**src/rtl/hilo_unit.sv**
```systemverilog
// HI/LO architectural registers plus a fixed-latency multiply sequencer that
// drives an external Booth multiplier and captures its product into HI/LO.
module hilo_unit #(
  parameter int unsigned MULT_LATENCY = 32
) (
  input  logic        clk,
  input  logic        reset,
  input  logic        flush,
  input  logic        op_valid,
  input  logic [2:0]  op,
  input  logic [31:0] op_a,
  input  logic [31:0] op_b,
  output logic        op_ready,
  output logic        mult_start,
  output logic [31:0] mult_a,
  output logic [31:0] mult_b,
  input  logic [31:0] mult_hi,
  input  logic [31:0] mult_lo,
  output logic [31:0] hi,
  output logic [31:0] lo,
  output logic [31:0] rd_data,
  output logic        rd_valid,
  output logic        busy
);

  localparam int unsigned CntW = $clog2(MULT_LATENCY);

  localparam logic [2:0] OpMult = 3'd1;
  localparam logic [2:0] OpMthi = 3'd2;
  localparam logic [2:0] OpMtlo = 3'd3;
  localparam logic [2:0] OpMfhi = 3'd4;
  localparam logic [2:0] OpMflo = 3'd5;

  typedef enum logic [1:0] {
    StIdle,
    StStart,
    StWait,
    StCapture
  } state_e;

  state_e            state_q, state_d;
  logic [CntW-1:0]   cnt_q, cnt_d;
  logic [31:0]       mult_a_q, mult_a_d;
  logic [31:0]       mult_b_q, mult_b_d;
  logic [31:0]       hi_q, hi_d;
  logic [31:0]       lo_q, lo_d;
  logic [31:0]       rd_data_q, rd_data_d;
  logic              rd_valid_q, rd_valid_d;
  logic              accept;

  assign op_ready = (state_q == StIdle) && !flush;
  assign accept   = op_valid && op_ready;

  always_comb begin
    state_d    = state_q;
    cnt_d      = cnt_q;
    mult_a_d   = mult_a_q;
    mult_b_d   = mult_b_q;
    hi_d       = hi_q;
    lo_d       = lo_q;
    rd_data_d  = rd_data_q;
    rd_valid_d = 1'b0;

    unique case (state_q)
      StIdle: begin
        if (accept) begin
          case (op)
            OpMult: begin
              mult_a_d = op_a;
              mult_b_d = op_b;
              state_d  = StStart;
            end
            OpMthi: hi_d = op_a;
            OpMtlo: lo_d = op_a;
            OpMfhi: begin
              rd_data_d  = hi_q;
              rd_valid_d = 1'b1;
            end
            OpMflo: begin
              rd_data_d  = lo_q;
              rd_valid_d = 1'b1;
            end
            default: ;
          endcase
        end
      end
      StStart: begin
        // WAIT then spans counts MULT_LATENCY-2 down to 0, i.e. MULT_LATENCY-1 cycles.
        cnt_d   = CntW'(MULT_LATENCY - 2);
        state_d = StWait;
      end
      StWait: begin
        if (cnt_q == '0) begin
          state_d = StCapture;
        end else begin
          cnt_d = cnt_q - CntW'(1);
        end
      end
      StCapture: begin
        hi_d    = mult_hi;
        lo_d    = mult_lo;
        state_d = StIdle;
      end
      default: state_d = StIdle;
    endcase

    // Abandon an in-flight multiply; the stale product never reaches HI/LO.
    if (flush && (state_q != StIdle)) begin
      state_d = StIdle;
      cnt_d   = '0;
      hi_d    = hi_q;
      lo_d    = lo_q;
    end
  end

  always_ff @(posedge clk or negedge reset) begin
    if (!reset) begin
      state_q    <= StIdle;
      cnt_q      <= '0;
      mult_a_q   <= '0;
      mult_b_q   <= '0;
      hi_q       <= '0;
      lo_q       <= '0;
      rd_data_q  <= '0;
      rd_valid_q <= 1'b0;
    end else begin
      state_q    <= state_d;
      cnt_q      <= cnt_d;
      mult_a_q   <= mult_a_d;
      mult_b_q   <= mult_b_d;
      hi_q       <= hi_d;
      lo_q       <= lo_d;
      rd_data_q  <= rd_data_d;
      rd_valid_q <= rd_valid_d;
    end
  end

  assign mult_start = (state_q == StStart);
  assign busy       = (state_q != StIdle);
  assign mult_a     = mult_a_q;
  assign mult_b     = mult_b_q;
  assign hi         = hi_q;
  assign lo         = lo_q;
  assign rd_data    = rd_data_q;
  assign rd_valid   = rd_valid_q;

endmodule

```
**config.mk**
```make
export PLATFORM = sky130hd
export DESIGN_NAME = hilo_unit
export DESIGN_NICKNAME = d
export VERILOG_FILES = /design/src/rtl/hilo_unit.sv
export SDC_FILE = /design/constraint.sdc
export NUM_CORES = 1
export LEC_CHECK = 0
export CAP_MARGIN = 5
export CORE_MARGIN = 10
export CORE_UTILIZATION = 48
export CTS_CLUSTER_DIAMETER = 40
export CTS_CLUSTER_SIZE = 8
export DETAILED_ROUTE_END_ITERATION = 7
export GPL_ROUTABILITY_DRIVEN = 0
export PLACE_DENSITY_LB_ADDON = 0.08
export SLEW_MARGIN = 20
export SYNTH_ARGS = -nofsm -noshare
export SYNTH_HDL_FRONTEND = slang
export SYNTH_SLANG_ARGS = --single-unit
```
**constraint.sdc**
```tcl
create_clock -name clk -period 3.1 [get_ports clk]
set_input_delay 0.775 -clock clk [delete_from_list [all_inputs] [get_ports clk]]
set_output_delay 0.775 -clock clk [all_outputs]
set_load 0.02 [all_outputs]
```
[After elaboration in Yosys (flattened, before gate mapping)]
Index checks and enable logic that the tools add are counted.
Operators by class
  reduce and logical (&&, ||, !) cells: 17
  multiplexer cells: 18
  $add $sub $neg: 1
  equality and inequality tests: 15
  bitwise operators: 1
Operators with widths (number)
  case mux 32 bit (2 select lines): 3
  two-way mux 32 bit: 4
  two-way mux 5 bit: 2
  case mux 5 bit (2 select lines): 1
  AND reduction 3 bit: 3
  two-way mux 2 bit: 4
  case mux 2 bit (4 select lines): 1
  AND reduction 4 bit: 2
  equality test 3 x 2 -> 1 bit, second input constant: 2
  equality test 3 bit, second input constant: 2
  inequality test 3 bit, second input constant: 2
  nonzero test 2 bit: 3
  logical NOT 5 bit: 1
  subtractor 5 x 1 -> 5 bit, second input constant: 1
  equality test 2 bit, second input constant: 2
  inequality test 2 x 1 -> 1 bit, second input constant: 2
  equality test 3 x 1 -> 1 bit, second input constant: 1
  logical AND 1 bit: 3
  two-way mux 1 bit: 3
  inequality test 3 x 1 -> 1 bit, second input constant: 1
  inequality test 3 x 2 -> 1 bit, second input constant: 1
  nonzero test 3 bit: 1
  equality test 2 x 1 -> 1 bit, second input constant: 1
  logical NOT 2 bit: 1
  5 further kinds: 5
Word-level totals
  word-level logic and storage cells: 60
  input port bits: 135
  output and inout port bits: 164
  flip-flop bits (word level): 168

[Depth between registers and ports, before layout]
Gate-level depths: netlist (run 1).
  word-level depth: 6
  depth in mapped cells: 8
  mapped depth without buffers: 5

[Least setup slack after synthesis (run 1)]
OpenSTA, ideal clock, no wires.
  kind: input to register
  start: in flush
  end: reg rd_data_q[10], in the netlist rd_data[10]
  path slack: 0.773 ns
  setup time: 0.125 ns
  stages: 6
  required time: 2.975 ns
  data arrival time: 2.203 ns
  path through: buf_2 > nor2b_1 > and4b_1 > buf_2 > buf_4 > mux2_2
Between the ends
  word-level cells in the longest chain between the ends: 4
RTL lines
  from (decl): line 8  | input logic flush,
  logical NOT 1 bit: line 51  | assign op_ready = (state_q == StIdle) && !flush;
  logical AND 1 bit: line 51
  via op_ready: line 13  | output logic op_ready,
  logical AND 1 bit: line 52  | assign accept = op_valid && op_ready;
  AND reduction 3 bit (no source line)
  to (signal assigned): line 133  | rd_data_q <= rd_data_d;
  to (decl): line 47  | logic [31:0] rd_data_q, rd_data_d;
The timed path passes the listed nets, and every way through them passes these cells.
A chain may end at the register's enable or synchronous reset.

[Worst setup path after layout (run 1)]
  start: reg state_q[0]
  end: out op_ready
Between the ends
  word-level cells in the longest chain between the ends: 2
RTL lines
  from (decl): line 41  | state_e state_q, state_d;
  from (signal assigned): line 118  | state_q <= StIdle;
  from (signal assigned): line 127  | state_q <= state_d;
  logical NOT 2 bit: line 51
  logical AND 1 bit: line 51
  to (decl): line 13
Every way passes these cells.

==> out/metrics.cfg, run 1 <==
[run_status]
outcome = completed

[worst_setup_path]
crit_type = reg2out
ff2ff_path_depth = 7
cp-end-kind = primary output
crit_fanout = 9
arrival_ns = 2.13
critical_path_depth = 4
crit_buf_inv = 2
cpPeakStageDelay_ns = 0.63
crit_path_top_delay_cell = clkdlybuf4s50_1
cp_cell_sequence = inv_1 > ha_4 > nor2b_1 > clkdlybuf4s50_1
crit_path_start_kind = flip-flop
critPathRequiredTime_ns = 2.32
crit_family = buffers and inverters

[floorplanning]
io_pins = 299
chipWidth_um = 146
rows = 46
core_um2 = 15800
die_height_um = 146
fp.dieArea_um2 = 21400
start_util_pct = 48.6

[sta]
finClkSkew_ns = 0.00654
hold_viol = 0
fin_crit_sh_pct = 93.7
finalSetupViolCount = 0
slew-limit-headroom_pct = 47.0
setup_tns_ns = 0
setup_ws_ns = 0.196
min_period_ns = 2.90
slew_violations = 0
rsz0062_at_grt = false
fmax_mhz = 344
worstMarginPinSlew_ns = 0.795
whs_ns = 0.397

[layout]
antennaDiodeCount = 0
layout_common_cells = clkdlybuf4s50_1, dfrtp_1, mux2_2
syn_to_final_growth_pct = 51.1
stdcell_count = 1139
drive_gt1_share_pct = 19.8
final_area_um2 = 11600
fillerInstances = 1126
fin_nets = 1051
final_core_util_pct = 73.4
final_common_cell = clkdlybuf4s50_1

[routing]
wl_met1_mm = 8.66
dr.pass1.iters = 4
vias = 5778
wl_per_cell_um = 20.9
wl_met2_mm = 12.2
post_drt_via_cell_ratio = 5.07
highest_layer = met4
initialDrtViolationCount = 298
route.met3.wl_mm = 2.45
route.detailed.drc = 0
wirelength_mm = 23.8
ant_nets = 0

[pwr]
total_power_mw = 12.1
vdd_drop_max_v = 0.000598
p_leak_nw = 5.00
power_density_nw_per_um2 = 1040

[logic_synthesis]
synth.top_cell.area_share_pct = 54.9
ys_seq_elements = 168
seq_area_frac_synth_pct = 54.9
synth_area_leaders = dfrtp_1, mux2_2, mux2i_1
yosysTopAreaCell = dfrtp_1
syn_area_um2 = 7660
syn_area_per_cell_um2 = 12.5
syn_inst = 611
synth_nets = 751
ys_warn_count = 0
synth.distinct_cells = 40

[clock_network]
ctsHtreeMaxLevel = 4
cts_tree = done
clockRootBuffer = clkbuf_16
cts.sinks = 168
clock_latency_ns = 0.42
cts-buffers-inserted = 17
clockBufferDepth = 2
cts.hold.buffers_added = 0
clkTransAtPathRegs_ns = 0.06

[min_path]
min_path_type = in2async

[place]
placed_area_um2 = 10900
place_ws_ns = 0.286
numPortBuffers = 298
dp_hpwl_mm = 17.8
dp.cells = 1108

[global_routing]
grt_max_degree = 85
antenna_found_initial = 1
first_global_vias = 6497
grt_pass1_wl_mm = 37.5
overflow = 0
grtUsageTotal_pct = 22.3

[run]
cap_violations = 0

[cell usage after synthesis]
cell / n
nor3_1: 1
buf_4: 7
a32oi_1: 1
ha_1: 5
or4b_2: 1
a21oi_1: 65
a31oi_1: 2
a211oi_4: 1
and4bb_2: 1
mux2i_1: 66
inv_1: 73
o22ai_1: 3
o21a_1: 1
clkbuf_1: 14
nor4_1: 1
dfrtp_1: 168
nand3b_1: 2
and4b_1: 1
mux2_2: 129
buf_6: 3
or2_2: 1
o31a_1: 1
nor2_1: 2
a221oi_1: 1
o21ai_0: 2
o2bb2ai_1: 2
or3_1: 1
nor3b_1: 1
a211oi_1: 1
a22oi_1: 1
nand3_1: 1
buf_2: 8
nand2b_1: 2
or3b_1: 1
nand2_1: 3
o211ai_1: 1
a211oi_2: 1
a211o_1: 1
nor2b_1: 34
nor4b_1: 1
[cell type report]
cell class / instances / area, um^2 / share of cell area, %
well taps: 216 / 270 / 2.34
flip-flops and latches: 168 / 4200 / 36.3
clock buffers: 20 / 447 / 3.86
repair buffers: 313 / 3160 / 27.3
multi-input cells: 338 / 3040 / 26.3
inverters: 73 / 274 / 2.37
clock inverters: 11 / 173 / 1.49
[state kept, by name, indices dropped and copies added, names as in the netlist]
signal    flops
mult_a       32
hi           32
state_q       2
rd_data      32
rd_valid      1
lo           32
cnt_q         5
mult_b       32
[cell families after synthesis]
family,synth area share [%]
muxes,27.6
buffers and inverters,5.91
DFF,54.9
and+or+nand+nor,4.51
adders and majority gates,0.817
AOI/OAI and AO/OA,6.29
[report_power, final]
part           internal, mW  leakage, nW  switching [mW]  total (mW)
Sequential             3.25         1.99           0.716        3.97
Clock                  1.37        0.289           0.865        2.23
Combinational          2.95         2.72            2.91        5.86
[metal layers]
metal  global-route usage [%]  vias to the layer above
li1                         -                     2698
met1                     23.4                     2835
met2                     38.8                      214
met3                     10.5                       31
met4                     6.66                        0
met5                        0                        -
[path summary, 6_finish.rpt]
check | slack (ns) | start | to
setup / recovery | 0.20 | state_q[0]$_DFFE_PN0P_ | op_ready
hold / removal | 0.40 | reset | lo[8]$_DFFE_PN0P_
setup reg to reg | 0.88 | state_q[0]$_DFFE_PN0P_ | rd_data[20]$_DFFE_PN0P_
hold reg to reg | 0.50 | rd_data[17]$_DFFE_PN0P_ | rd_data[17]$_DFFE_PN0P_
max in group asynchronous | 1.89 | reset | hi[30]$_DFFE_PN0P_
min in group clk | 0.50 | rd_data[17]$_DFFE_PN0P_ | rd_data[17]$_DFFE_PN0P_
[timing repair]
action,CTS,global route
buffers inserted,0,0
cloned,0,0
pin swaps,0,0
setup endpoints to repair,1,1
gates resized for setup,1,1
(Power assumes the default switching activity.)
==> run 2, diff against run 1 <==
- CORE_UTILIZATION: 48 -> 44
- clock period: 3.1 -> 2.95 ns (I/O delays scaled with it)
==> run 2 against run 1 <==
  * Via count increased by 0.74%
  * Clock power is 8% lower
  * Sequential power rose by 5%
  * Die area increased by 7.8%
  * Sequential share of layout area is 0.19 points higher
  * Critical endpoint unchanged
  * Largest power group unchanged
==> out/metrics.cfg, run 2 (synthesized netlist as in run 1, its figures left out) <==
[layout]
final_core_util_pct = 67.0
antennaDiodeCount = 0
syn_to_final_growth_pct = 50.3
stdcell_count = 1151
final_common_cell = clkdlybuf4s50_1
drive_gt1_share_pct = 20.1
fillerInstances = 1339
layout_common_cells = clkdlybuf4s50_1, dfrtp_1, mux2_2
fin_nets = 1053

[routing]
dr.pass1.iters = 4
route.detailed.drc = 0
initialDrtViolationCount = 227
ant_nets = 0
wl_per_cell_um = 20.7
post_drt_via_cell_ratio = 5.06
wirelength_mm = 23.9
vias = 5821

[sta]
worstMarginPinSlew_ns = 0.995
slew_violations = 0
fmax_mhz = 378
setup_tns_ns = 0
hold_viol = 0
finalSetupViolCount = 0
min_period_ns = 2.65
fin_crit_sh_pct = 89.7
finClkSkew_ns = 0.00607
slew-limit-headroom_pct = 33.6
rsz0062_at_grt = false

[place]
dp.cells = 1119
dp_hpwl_mm = 18.0
numPortBuffers = 298

[clock_network]
clkTransAtPathRegs_ns = 0.07
cts.hold.buffers_added = 0
cts-buffers-inserted = 17
cts_setup_buffers = 0
cts.sinks = 168
cts_resized = 1
clockRootBuffer = clkbuf_16
ctsHtreeMaxLevel = 4
clockBufferDepth = 2
cts_tree = done
clock_latency_ns = 0.42

[pwr]
switching_share_pct = 38.2
total_power_mw = 12.3
p_int_mw = 7.63
vdd_drop_max_v = 0.000557
power_frac_seq_pct = 33.7
p_leak_nw = 4.99
p_clk_share_pct = 16.7
power_density_nw_per_um2 = 1070
pwr-share-comb_pct = 49.6
p_switching_mw = 4.71

[worst_setup_path]
cp-end-kind = primary output
reg2reg_slack_ns = 0.62
rr_endpoint = rd_data[25]$_DFFE_PN0P_
arrival_ns = 1.91
crit_start = state_q[0]$_DFFE_PN0P_
crit_type = reg2out
critical_path.endpoint = op_ready
ff2ff_path_depth = 7
critPathRequiredTime_ns = 2.21
crit_path_start_kind = flip-flop
rr_startpoint = state_q[0]$_DFFE_PN0P_
crit_fanout = 7

[floorplanning]
chipWidth_um = 152
fp.dieArea_um2 = 23100
io_pins = 299
start_util_pct = 44.6
core_um2 = 17200
die_height_um = 152
rows = 48

[global_routing]
grtUsageTotal_pct = 20.4
grt_pass1_wl_mm = 37.6
antenna_found_initial = 0
grt_max_degree = 97
first_global_vias = 6625
overflow = 0

[run]
cap_violations = 0

[run_status]
outcome = completed

[min_path]
min_path_type = in2async

run 2: cell count changes in the layout (fill, tap and decap cells not counted), moves of 2 or more:
cell             delta
bufinv_16           -4
clkinv_4            +3
buf_4               +2
clkdlybuf4s50_1     -2
clkinv_2            +2
clkinvlp_4          -2
run 2: critical path, cell delays in order, from the launching register on:
cell and delay, ns:
dfrtp_1 0.46, inv_1 0.15, ha_1 0.30, nor2b_1 0.21, dlygate4sd2_1 0.37
run 2: final cells by class:
class / count / area [um^2] / area share, %
flip-flops and latches: 168 / 4200 / 36.5
repair buffers: 315 / 3180 / 27.6
multi-input cells: 338 / 3030 / 26.3
clock buffers: 20 / 457 / 3.97
well taps: 225 / 282 / 2.45
inverters: 73 / 274 / 2.38
clock inverters: 12 / 93.8 / 0.815
run 2: worst min path at each step:
stage,from,end,slack (ns),cells past startpoint
2_1_floorplan,reset,cnt_q[0]$_DFFE_PN0P_,0.44,0
3_3_place_gp,mult_a[16]$_DFFE_PN0P_,mult_a[16]$_DFFE_PN0P_,0.49,1
3_5_place_dp,mult_b[31]$_DFFE_PN0P_,mult_b[31]$_DFFE_PN0P_,0.49,1
4_1_cts,reset,rd_data[7]$_DFFE_PN0P_,0.28,1
5_1_grt,reset,lo[7]$_DFFE_PN0P_,0.30,1
6_report,reset,hi[10]$_DFFE_PN0P_,0.27,1
run 2: routing by layer:
metal / routed length, um / vias to the layer above / global-route usage, %
li1: - / 2697 / -
met2: 12200 / 209 / 35.8
met1: 8880 / 2886 / 21.1
met3: 2310 / 29 / 9.40
met5: 0 / - / 0
met4: 437 / 0 / 6.60
run 2: per-stage QoR:
| step | hold slack (ns) | cell area (um^2) | setup slack (ns) |
|---|---|---|---|
| 6_report | 0.271 | 11500 | 0.305 |
| 3_5_place_dp | 0.493 | 11000 | 0.206 |
| 3_3_place_gp | 0.486 | 11000 | 0.185 |
| 2_1_floorplan | 0.442 | 7660 | 0.660 |
| 5_1_grt | 0.298 | 11500 | 0.187 |
| 4_1_cts | 0.282 | 11500 | 0.0789 |
run 2: power by group through the flow:
stage	combinational, mW	clock [mW]	sequential [mW]
finish	6.12	2.06	4.16
global route	6.53	2.21	4.31
CTS	6.23	2.12	4.16
detailed placement	6.20	0	4.18
global placement	6.08	0	4.09
floorplan	1.76	0	5.38
